<file path="src/rtl/pwm_pkg.sv">
// Shared constants and helpers for the multi-channel PWM block.
// Channel i occupies bits [ch_lo(i, N) +: N] of the packed threshold buses.
package pwm_pkg;

   localparam int CNT_W  = 8;
   localparam int CH_DEF = 4;

   function automatic int ch_lo(input int i, input int n);
      return i * n;
   endfunction

endpackage

</file>
<file path="src/rtl/pwm_channel.sv">
// One compare channel: active start/end/polarity, window compare
// and the registered output pin.
module pwm_channel
   import pwm_pkg::*;
#(
   parameter int N = CNT_W
) (
   input  logic         clock,
   input  logic         reset,
   input  logic         enable,
   input  logic         apply,
   input  logic [N-1:0] cnt,
   input  logic [N-1:0] start_nxt,
   input  logic [N-1:0] end_nxt,
   input  logic         pol_nxt,
   output logic         out_pwm
);

   logic [N-1:0] act_start;
   logic [N-1:0] act_end;
   logic         act_pol;
   logic         raw;

   // start > end is a window that straddles the wrap to zero
   always_comb begin
      raw = 1'b0;
      unique case (1'b1)
         (act_start < act_end):
            raw = (cnt >= act_start) && (cnt < act_end);
         (act_start > act_end):
            raw = (cnt >= act_start) || (cnt < act_end);
         default:
            raw = 1'b0;
      endcase
   end

   always_ff @(posedge clock or posedge reset) begin
      if (reset) begin
         act_start <= '0;
         act_end   <= '0;
         act_pol   <= 1'b0;
         out_pwm   <= 1'b0;
      end else begin
         if (apply) begin
            act_start <= start_nxt;
            act_end   <= end_nxt;
            act_pol   <= pol_nxt;
         end
         if (enable)
            out_pwm <= raw ^ act_pol;
         else
            out_pwm <= act_pol;
      end
   end

endmodule

</file>
<file path="src/rtl/pwm_multi.sv">
// Multi-channel PWM: shared period counter, double-buffered settings
// that switch over only at the period boundary.
module pwm_multi
   import pwm_pkg::*;
#(
   parameter int N  = CNT_W,
   parameter int CH = CH_DEF
) (
   input  logic          clock,
   input  logic          reset,
   input  logic          enable,
   input  logic [N-1:0]  period,
   input  logic [CH*N-1:0] dataHighStart,
   input  logic [CH*N-1:0] dataHighEnd,
   input  logic [CH-1:0] polarity,
   input  logic          load,
   output logic [CH-1:0] out_pwm,
   output logic          periodStart,
   output logic          updateDone,
   output logic          pending
);

   logic [N-1:0]    cnt;
   logic [N-1:0]    act_period;
   logic [N-1:0]    pend_period;
   logic [CH*N-1:0] pend_start;
   logic [CH*N-1:0] pend_end;
   logic [CH-1:0]   pend_pol;

   logic            boundary;
   logic            apply;
   logic [N-1:0]    nxt_period;
   logic [CH*N-1:0] nxt_start;
   logic [CH*N-1:0] nxt_end;
   logic [CH-1:0]   nxt_pol;

   assign boundary = enable && (cnt == act_period);
   assign apply    = boundary && (load || pending);

   // a load landing on the boundary bypasses the pending stage
   assign nxt_period = load ? period        : pend_period;
   assign nxt_start  = load ? dataHighStart : pend_start;
   assign nxt_end    = load ? dataHighEnd   : pend_end;
   assign nxt_pol    = load ? polarity      : pend_pol;

   always_ff @(posedge clock or posedge reset) begin
      if (reset) begin
         cnt         <= '0;
         act_period  <= '0;
         pend_period <= '0;
         pend_start  <= '0;
         pend_end    <= '0;
         pend_pol    <= '0;
         pending     <= 1'b0;
         periodStart <= 1'b0;
         updateDone  <= 1'b0;
      end else begin
         if (enable)
            cnt <= boundary ? '0 : cnt + N'(1);
         periodStart <= boundary;
         updateDone  <= apply;
         if (apply)
            act_period <= nxt_period;
         if (load && !boundary) begin
            pend_period <= period;
            pend_start  <= dataHighStart;
            pend_end    <= dataHighEnd;
            pend_pol    <= polarity;
            pending     <= 1'b1;
         end else if (boundary) begin
            pending <= 1'b0;
         end
      end
   end

   for (genvar i = 0; i < CH; i++) begin : g_ch
      pwm_channel #(.N(N)) u_ch (
         .clock     (clock),
         .reset     (reset),
         .enable    (enable),
         .apply     (apply),
         .cnt       (cnt),
         .start_nxt (nxt_start[ch_lo(i, N) +: N]),
         .end_nxt   (nxt_end[ch_lo(i, N) +: N]),
         .pol_nxt   (nxt_pol[i]),
         .out_pwm   (out_pwm[i])
      );
   end

endmodule

</file>
<file path="config.mk">
export PLATFORM = sky130hd
export DESIGN_NAME = pwm_multi
export DESIGN_NICKNAME = d
export VERILOG_FILES = /design/src/rtl/pwm_pkg.sv /design/src/rtl/pwm_channel.sv /design/src/rtl/pwm_multi.sv
export SDC_FILE = /design/constraint.sdc
export NUM_CORES = 1
export LEC_CHECK = 0
export CAP_MARGIN = 0
export CORE_ASPECT_RATIO = 0.8
export CORE_MARGIN = 3
export CORE_UTILIZATION = 35
export CTS_CLUSTER_DIAMETER = 80
export DETAILED_ROUTE_END_ITERATION = 7
export SETUP_SLACK_MARGIN = 0.02
export SYNTH_ARGS = -nofsm -noshare
export SYNTH_HDL_FRONTEND = slang
export SYNTH_SLANG_ARGS = --single-unit
</file>
<file path="constraint.sdc">
create_clock -name clock -period 6.5 [get_ports clock]
set_input_delay 0.65 -clock clock [delete_from_list [all_inputs] [get_ports clock]]
set_output_delay 0.65 -clock clock [all_outputs]
set_load 0.005 [all_outputs]
</file>
**Yosys cells after proc, flatten, opt, wreduce, memory -nomap -nowiden**

Index checks and enable logic that the tools add are counted.

- Flip-flop bits (word level): 167
- Input bits: 80
- Output and inout bits: 7
- Logic and storage cells: 76

- Add/subtract/negate cells: 1
- Magnitude comparators: 16
- Eq/ne operators: 1
- Multiplexer cells: 15
- Bitwise gates (word level): 4
- Reductions and logical operators: 14

Operator list:

| operator | number |
|---|---|
| $lt 8x8->1 | 8 |
| $mux 32 | 2 |
| $ge 8x8->1 | 4 |
| $gt 8x8->1 | 4 |
| $mux 8 | 2 |
| $add 8x1->8 const B | 1 |
| $eq 8x8->1 | 1 |
| $pmux 1 s2 | 4 |
| $logic_and 1x1->1 | 7 |
| $mux 1 | 6 |
| $logic_or 1x1->1 | 5 |
| $mux 4 | 1 |
| $xor 1x1->1 | 4 |
| $reduce_bool 2->1 | 1 |
| $logic_not 1->1 | 1 |

**Depth between registers and ports, before layout**

Gate-level depths: netlist (run 1).

- Depth after elaboration: 5
- Mapped depth: 9
- Depth with buffers taken out: 9

**Modules after synthesis**

A second synthesis (run 1) with hierarchy kept.

- Cells, all modules: 854
- Area, all modules: 9520.4 um^2

Modules (own cells, without submodules):

| module | instances | cells an instance | area each (um^2) | sequential area each (um^2) |
|---|---|---|---|---|
| pwm_channel | 4 | 129 | 1226.2 | 450.4 |
| pwm_multi | 1 | 338 | 4615.7 | 2377.3 |

**Worst setup path after synthesis (run 1)**

OpenSTA, ideal clock, no wires.

- Kind: register -> register
- From: reg cnt[3]
- To: reg pend_end[0]
- Setup time: 0.125 ns
- Arrival: 2.031 ns
- Required time: 6.375 ns
- Slack: 4.344 ns
- Cell stages (with the launch flop): 9
- Path buffers: 2
- Period minus slack after synthesis: 2.156 ns
- Path through: dfrtp_1 xor2_1 nor2_2 nand3_2 nor3_4 nand2b_4 buf_12 buf_12 mux2_4

- Word-level cells in the longest chain between the ends: 4

RTL lines:

| what | RTL line | source |
|---|---|---|
| start: declaration | pwm_multi.sv:23 | `logic [N-1:0] cnt;` |
| start signal: assignment | pwm_multi.sv:59 | `cnt <= boundary ? '0 : cnt + N'(1);` |
| $eq 8x8->1 | pwm_multi.sv:37 | `assign boundary = enable && (cnt == act_period);` |
| $logic_and 1x1->1 | pwm_multi.sv:37 |  |
| named net boundary | pwm_multi.sv:30 | `logic boundary;` |
| $logic_not 1->1 | pwm_multi.sv:64 | `if (load && !boundary) begin` |
| $logic_and 1x1->1 | pwm_multi.sv:64 |  |
| end signal: assignment | pwm_multi.sv:67 | `pend_end <= dataHighEnd;` |
| end: declaration | pwm_multi.sv:27 | `logic [CH*N-1:0] pend_end;` |

The timed path passes the listed nets, and every way through them passes these cells.
A chain may end at the register's enable or synchronous reset.

**Worst setup path in the final report (run 1)**

- From: in enable
- To: reg pend_start[12]

- Word-level cells in the longest chain between the ends: 3

RTL lines:

| what | RTL line | source |
|---|---|---|
| start: declaration | pwm_multi.sv:11 | `input logic enable,` |
| $logic_and 1x1->1 | pwm_multi.sv:37 |  |
| named net boundary | pwm_multi.sv:30 |  |
| $logic_not 1->1 | pwm_multi.sv:64 |  |
| $logic_and 1x1->1 | pwm_multi.sv:64 |  |
| end signal: assignment | pwm_multi.sv:66 | `pend_start <= dataHighStart;` |
| end: declaration | pwm_multi.sv:26 | `logic [CH*N-1:0] pend_start;` |

The timed path passes the listed nets, and every way through them passes these cells.

==> results of run 1 <==
placed cells by master, fill, tap and decap left out, types with 10 or more instances in the layout:
master	Yosys	layout
mux2_2	36	36
mux2_4	40	40
mux2i_1	77	77
a21oi_1	21	21
nand2_1	92	92
clkdlybuf4s50_1	0	85
dfrtp_1	167	167
nor2_1	20	20
nand3_1	12	12
a21o_1	15	15
ha_1	93	93
o21ai_0	89	89
xnor2_1	10	10
clkbuf_16	0	17
inv_1	66	65
per-layer routing:
metal	GRT usage (%)	part of all wire [%]	up-vias
met1	20.6	51	2981
met3	3.31	3.3	9
met4	2.89	0.59	0
met5	0	0	-
li1	-	-	3119
met2	23.2	46	87
critical path, delay by kind of cell:
kind	cells	cell delay (ps)
simple gates	3	1380
mux	1	380
buf+inv	2	1410
registers in the layout (all words and copies together), names as in the netlist:
register,count
act_period,8
g_ch.u_ch.out_pwm,4
pend_end,32
updateDone,1
pend_start,32
cnt,8
pending,1
pend_pol,4
pend_period,8
g_ch.u_ch.act_start,32
g_ch.u_ch.act_pol,4
g_ch.u_ch.act_end,32
periodStart,1
worst min path at each step:
stage,startpoint,end,slack (ps)
2_1_floorplan,g_ch[0].u_ch.act_pol$_DFFE_PP0P_,g_ch[0].u_ch.out_pwm$_DFF_PP0_,440
3_3_place_gp,g_ch[0].u_ch.act_pol$_DFFE_PP0P_,g_ch[0].u_ch.out_pwm$_DFF_PP0_,460
3_5_place_dp,g_ch[3].u_ch.act_pol$_DFFE_PP0P_,g_ch[3].u_ch.out_pwm$_DFF_PP0_,460
4_1_cts,g_ch[3].u_ch.act_pol$_DFFE_PP0P_,g_ch[3].u_ch.out_pwm$_DFF_PP0_,470
5_1_grt,g_ch[1].u_ch.act_pol$_DFFE_PP0P_,g_ch[1].u_ch.out_pwm$_DFF_PP0_,490
6_report,g_ch[3].u_ch.act_pol$_DFFE_PP0P_,g_ch[3].u_ch.out_pwm$_DFF_PP0_,470
per-stage QoR:
stage / area (µm²) / util (%)
final: 11100 / 42.2
after global placement: 10500 / 39.8
after detailed placement: 10500 / 39.8
after global routing: 11100 / 42.2
after CTS: 11100 / 42.2
after floorplan: 9410 / -
report_power, final:
| part | switching [mW] | internal [mW] | total, mW |
|---|---|---|---|
| logic | 0.819 | 0.779 | 1.60 |
| clock network | 0.425 | 0.675 | 1.10 |
| registers | 0.282 | 1.34 | 1.62 |
| total | 1.53 | 2.80 | 4.32 |
cell usage after synthesis, types with 8 or more instances:
| library cell | n |
|---|---|
| clkbuf_1 | 16 |
| a21o_1 | 15 |
| dfrtp_1 | 167 |
| nand4_1 | 9 |
| mux2_2 | 36 |
| a21oi_1 | 21 |
| ha_1 | 93 |
| xor2_1 | 8 |
| mux2i_1 | 77 |
| o21ai_0 | 89 |
| inv_1 | 66 |
| nor2_1 | 20 |
| nand2_1 | 92 |
| xnor2_1 | 10 |
| buf_2 | 10 |
| nand3_1 | 12 |
| mux2_4 | 40 |
area by class of cell:
type	instances	area, µm²
Inverter	66	253
Timing Repair Buffer	90	888
Multi-Input combinational cell	579	4730
Sequential cell	167	4180
Clock buffer	21	470
Clock inverter	11	170
Tap cell	357	447
Fill cell	2582	15300
kinds of logic after synthesis:
group / Yosys count
fa+ha+maj: 93
buf+inv: 104
flops: 167
compound gates: 160
simple gates: 155
mux: 153
xor+xnor: 18
==> run_results.csv, run 1 <==
group,metric,value,unit
placed_design,pre_cts_ws,2470,ps
cts,clock_latency,430,ps
synth,ys_seq_area_share,44.4,%
synth,syn_inst,850,
sta,slew_headroom,29.9,%
placed_design,io_buffers,86,
worst_setup_path,slowest_delay,870,ps
synth,synthAdderAreaFrac,12.4,%
cells_and_area,layout-drive-gt1-share,12.7,%
worst_setup_path,cp_max_fo,52,
cells_and_area,diodes,0,
floorplan,core,26400,µm²
cts,cts_tree,"done",
cts,htree_levels,4,
sta,max_freq,278,MHz
synth,synthSimpleGateAreaFrac,7.35,%
routing,dr.pass1.iters,5,
worst_setup_path,start_kind,"input pin",
cells_and_area,syn2layout_area_growth,18.4,%
worst_setup_path,reg2reg_slack,2990,ps
routing,drt_iter0_markers,299,
power,ir_drop,0.211,mV
worst_setup_path,reg2reg_from,"cnt[4]$_DFFE_PP0P_",
cells_and_area,layout.cells.non_filler,1291,
worst_setup_path,crit_type,"in2reg",
synth,avgSynthCellArea,11.1,µm²
worst_setup_path,end_kind,"register",
synth,netlist.area_leader.share,44.4,%
routing,wl_per_cell,15.6,µm
sta,finalSetupViolations,0,
power,report.power.total,4.32,mW
global_routing,gr-total-overflow,0,
hold_path,hold_class,"reg2reg",
floorplan,dieArea,28900,µm²
synth,yosys_register_bits,167,
sta,final.min_clock_period,3590,ps
sta,period_share,55.3,%
cts,post_cts_resized,0,
synth,synth_compound_area_share,9.87,%
cts,cts_hold_buf,0,
synth,synth_top_family_by_area,"multiplexers",
cts,clkSinkCount,167,
cts,clk_path_buf_depth,2,
placed_design,dp_cells,1259,
routing,via_per_inst,4.80,
global_routing,first_global_vias,6430,
synth,synth_edf_count,0,
worst_setup_path,critPathRequiredTime,6810,ps
cts,post_cts_buffers,0,
sta,slew_violations,0,
synth,synth_nets,1023,
routing,wirelength,20.1,mm
placed_design,place.gp.congestion,0.790,
synth,ys_warn_count,0,
cells_and_area,finalNetCount,1094,
sta,setup_ws,2910,ps
cts,clkTransAtPathRegs,60,ps
sta,skew,12.3,ps
synth,async_reset_ff_share,100,%
synth,ys_top_cells_by_area,"dfrtp_1, ha_1, mux2i_1, mux2_4, o21ai_0",
worst_setup_path,crit_chain,"clkdlybuf4s50_1 -> nand2_1 -> nor3_4 -> nand2b_4 -> buf_4 -> mux2_2",
power,p_leak,5.32,nW
sta,rsz0062_at_grt,"no",
worst_setup_path,reg2regPathDepth,6,
cts,numCtsBuffers,17,
floorplan,fp.dieH,153,µm
worst_setup_path,worstPathArrival,3900,ps
global_routing,grt_pass1_wl,34.0,mm
worst_setup_path,slowest_stage,"clkdlybuf4s50_1",
power,p_per_area,388,nW/µm²
routing,ant_nets,0,
floorplan,io_pins,87,
synth,synthXorXnorAreaFrac,1.68,%
sta,hold_ws,469,ps
hold_path,min_path_cells,1,
routing,vias,6196,
synth,yosys_most_used_dff,"dfrtp_1",
global_routing,grt.total_usage,14.6,%
sta,worst_slew_pin_slew,1050,ps
cts,cts_root_buffer,"clkbuf_16",
global_routing,antenna_found_initial,0,
sta,finalSetupTns,0,ps
floorplan,rows,53,
sta,finalHoldViolCount,0,
worst_setup_path,crit_path_end,"pend_start[12]$_DFFE_PP0P_",
worst_setup_path,cp-startpoint,"enable",
outcome,outcome,"complete, no violations",
synth,yosys.cell_types.count,43,
routing,drc,0,
flow_run,maxCapViolations,0,
floorplan,initial_utilization,35.6,%
global_routing,grt_max_degree,102,
placed_design,dp_hpwl,13.8,mm
synth,netlist_area,9410,µm²
synth,muxShareOfSynthArea,18.9,%
synth,synth_top_cell_by_area,"dfrtp_1",
floorplan,fp.dieW,189,µm
worst_setup_path,r2r-end,"pend_start[12]$_DFFE_PP0P_",
Note: power is estimated with default switching activity, not from simulation.
==> run 2: changes to the inputs <==
Clock period 6.5 ns to 3 ns, I/O delays scaled along.
==> run_results.csv, run 2 (synthesis gave the netlist of run 1 again) <==
group,metric,value,unit
sta,slew_headroom,41.9,%
sta,final.min_clock_period,2500,ps
sta,setup_ws,496,ps
sta,hold_ws,320,ps
routing,vias,6308,
power,switching_share,37.0,%
placed_design,place.gp.congestion,0.839,
global_routing,met3_usage,2.78,%
cells_and_area,layout-drive-gt1-share,14.0,%
worst_setup_path,cp_max_fo,102,
worst_setup_path,crit_type,"reg2reg",
power,seqPwrFrac,37.2,%
floorplan,fp.dieH,153,µm
power,clkPwrFrac,24.0,%
routing,dr.pass1.iters,4,
routing,wirelength,20.3,mm
cts,clkTransAtPathRegs,70,ps
worst_setup_path,end_kind,"register",
placed_design,dp_hpwl,14.5,mm
worst_setup_path,slowest_delay,740,ps
routing,via_per_inst,4.84,
sta,max_freq,399,MHz
floorplan,dieArea,28900,µm²
cts,htree_levels,4,
floorplan,io_pins,87,
cts,post_cts_buffers,0,
worst_setup_path,start_kind,"register",
outcome,outcome,"complete, no violations",
cts,clk_path_buf_depth,2,
routing,ant_nets,0,
worst_setup_path,crit_chain,"xor2_1 -> nor2_2 -> nand3_1 -> nor3_1 -> o21ai_4 -> buf_4 -> nand2_1 -> o21ai_0",
routing,drt_iter0_markers,382,
routing,drc,0,
cts,cts_tree,"done",
global_routing,grt_pass1_wl,34.6,mm
routing,wl_per_cell,15.6,µm
cts,clkSinkCount,167,
global_routing,first_global_vias,6599,
sta,finalSetupTns,0,ps
floorplan,rows,53,
worst_setup_path,slowest_stage,"dfrtp_1",
cts,post_cts_resized,0,
cells_and_area,syn2layout_area_growth,19.2,%
global_routing,met1_usage,21.8,%
cells_and_area,layout_commonest_cell,"dfrtp_1",
global_routing,grt.total_usage,14.9,%
sta,skew,12.1,ps
global_routing,gr-total-overflow,0,
floorplan,initial_utilization,35.6,%
sta,worst_slew_pin_slew,872,ps
placed_design,dp_cells,1271,
cts,clock_latency,440,ps
cells_and_area,layout.cells.non_filler,1303,
global_routing,antenna_found_initial,0,
global_routing,met2_usage,22.1,%
hold_path,hold_class,"in2async",
sta,finalSetupViolations,0,
sta,rsz0062_at_grt,"no",
sta,slew_violations,0,
worst_setup_path,critPathRequiredTime,3270,ps
power,p_comb_share,38.8,%
floorplan,core,26400,µm²
cells_and_area,diodes,0,
power,report.power.total,9.29,mW
power,p_sw,3.44,mW
cts,cts_root_buffer,"clkbuf_16",
global_routing,grt_max_degree,103,
cells_and_area,finalNetCount,1106,
flow_run,maxCapViolations,0,
cts,cts_hold_buf,0,
power,ir_drop,0.451,mV
floorplan,fp.dieW,189,µm
cts,numCtsBuffers,17,
sta,period_share,83.5,%
placed_design,io_buffers,86,
placed_design,pre_cts_ws,554,ps
power,internal_power,5.85,mW
cells_and_area,layout_common_cells,"dfrtp_1, ha_1, nand2_1, o21ai_0, clkdlybuf4s50_1",
power,p_per_area,828,nW/µm²
worst_setup_path,worstPathArrival,2770,ps
sta,finalHoldViolCount,0,
cells_and_area,nFillCells,2581,
global_routing,grt-busiest-layer,"met2",
power,p_leak,5.37,nW
## run 2: changes by cell type in the layout (fill, tap and decap cells not counted), moves of 2 or more
| cell | delta |
|---|---|
| buf_4 | +9 |
| inv_6 | +6 |
| buf_12 | +3 |
| bufinv_16 | -3 |
| inv_8 | +3 |
| clkbuf_8 | -2 |
| clkinv_2 | -2 |
## run 2: final timing paths
path                                                          to  slack (ps)                             start  cells past startpoint
max                        g_ch[0].u_ch.act_start[3]$_DFFE_PP0P_         500                cnt[5]$_DFFE_PP0P_                      8
min                                     pend_end[12]$_DFFE_PP0P_         320                             reset                      2
max reg2reg                g_ch[0].u_ch.act_start[3]$_DFFE_PP0P_         500                cnt[5]$_DFFE_PP0P_                      8
min reg2reg                       g_ch[0].u_ch.out_pwm$_DFF_PP0_         460  g_ch[0].u_ch.act_pol$_DFFE_PP0P_                      1
max in group asynchronous               pend_end[29]$_DFFE_PP0P_        1850                             reset                      3
min in group clock         g_ch[0].u_ch.act_start[5]$_DFFE_PP0P_         410                              load                      3
## run 2: layout make-up
type | instances | area (µm²) | area share [%]
timing repair buffer | 102 | 1020 | 9.06
clock buffer | 18 | 439 | 3.92
sequential | 167 | 4180 | 37.3
tap | 357 | 447 | 3.98
multi-input combinational | 579 | 4730 | 42.2
inverter | 66 | 251 | 2.24
clock inverter | 14 | 150 | 1.34
## run 2: critical path, delay by kind of cell, from the launching register on
family / cells / cell delay (ps)
compound gates: 2 / 210
xor+xnor: 1 / 160
buf+inv: 1 / 350
simple gates: 4 / 770
flops: 1 / 740
## run 2: power groups by stage
stage                     Sequential, mW  Clock, mW  Combinational, mW
after floorplan                     3.32          0               2.75
after global placement              3.47          0               3.50
after detailed placement            3.49          0               3.61
after CTS                           3.46       2.29               3.63
after global routing                3.55       2.39               4.23
final                               3.45       2.23               3.60
## run 2: per-stage QoR
stage               area (µm²)  util, %
floorplan                 9410        -
global placement         10600     40.2
detailed placement       10600     40.2
CTS                      11200     42.5
global route             11200     42.5
finish                   11200     42.5
## run 2: layer usage
metal	vias to the layer above	part of all wire, %
met3	32	3.0
met2	80	43
li1	3143	-
met5	-	0
met4	0	1.9
met1	3053	53
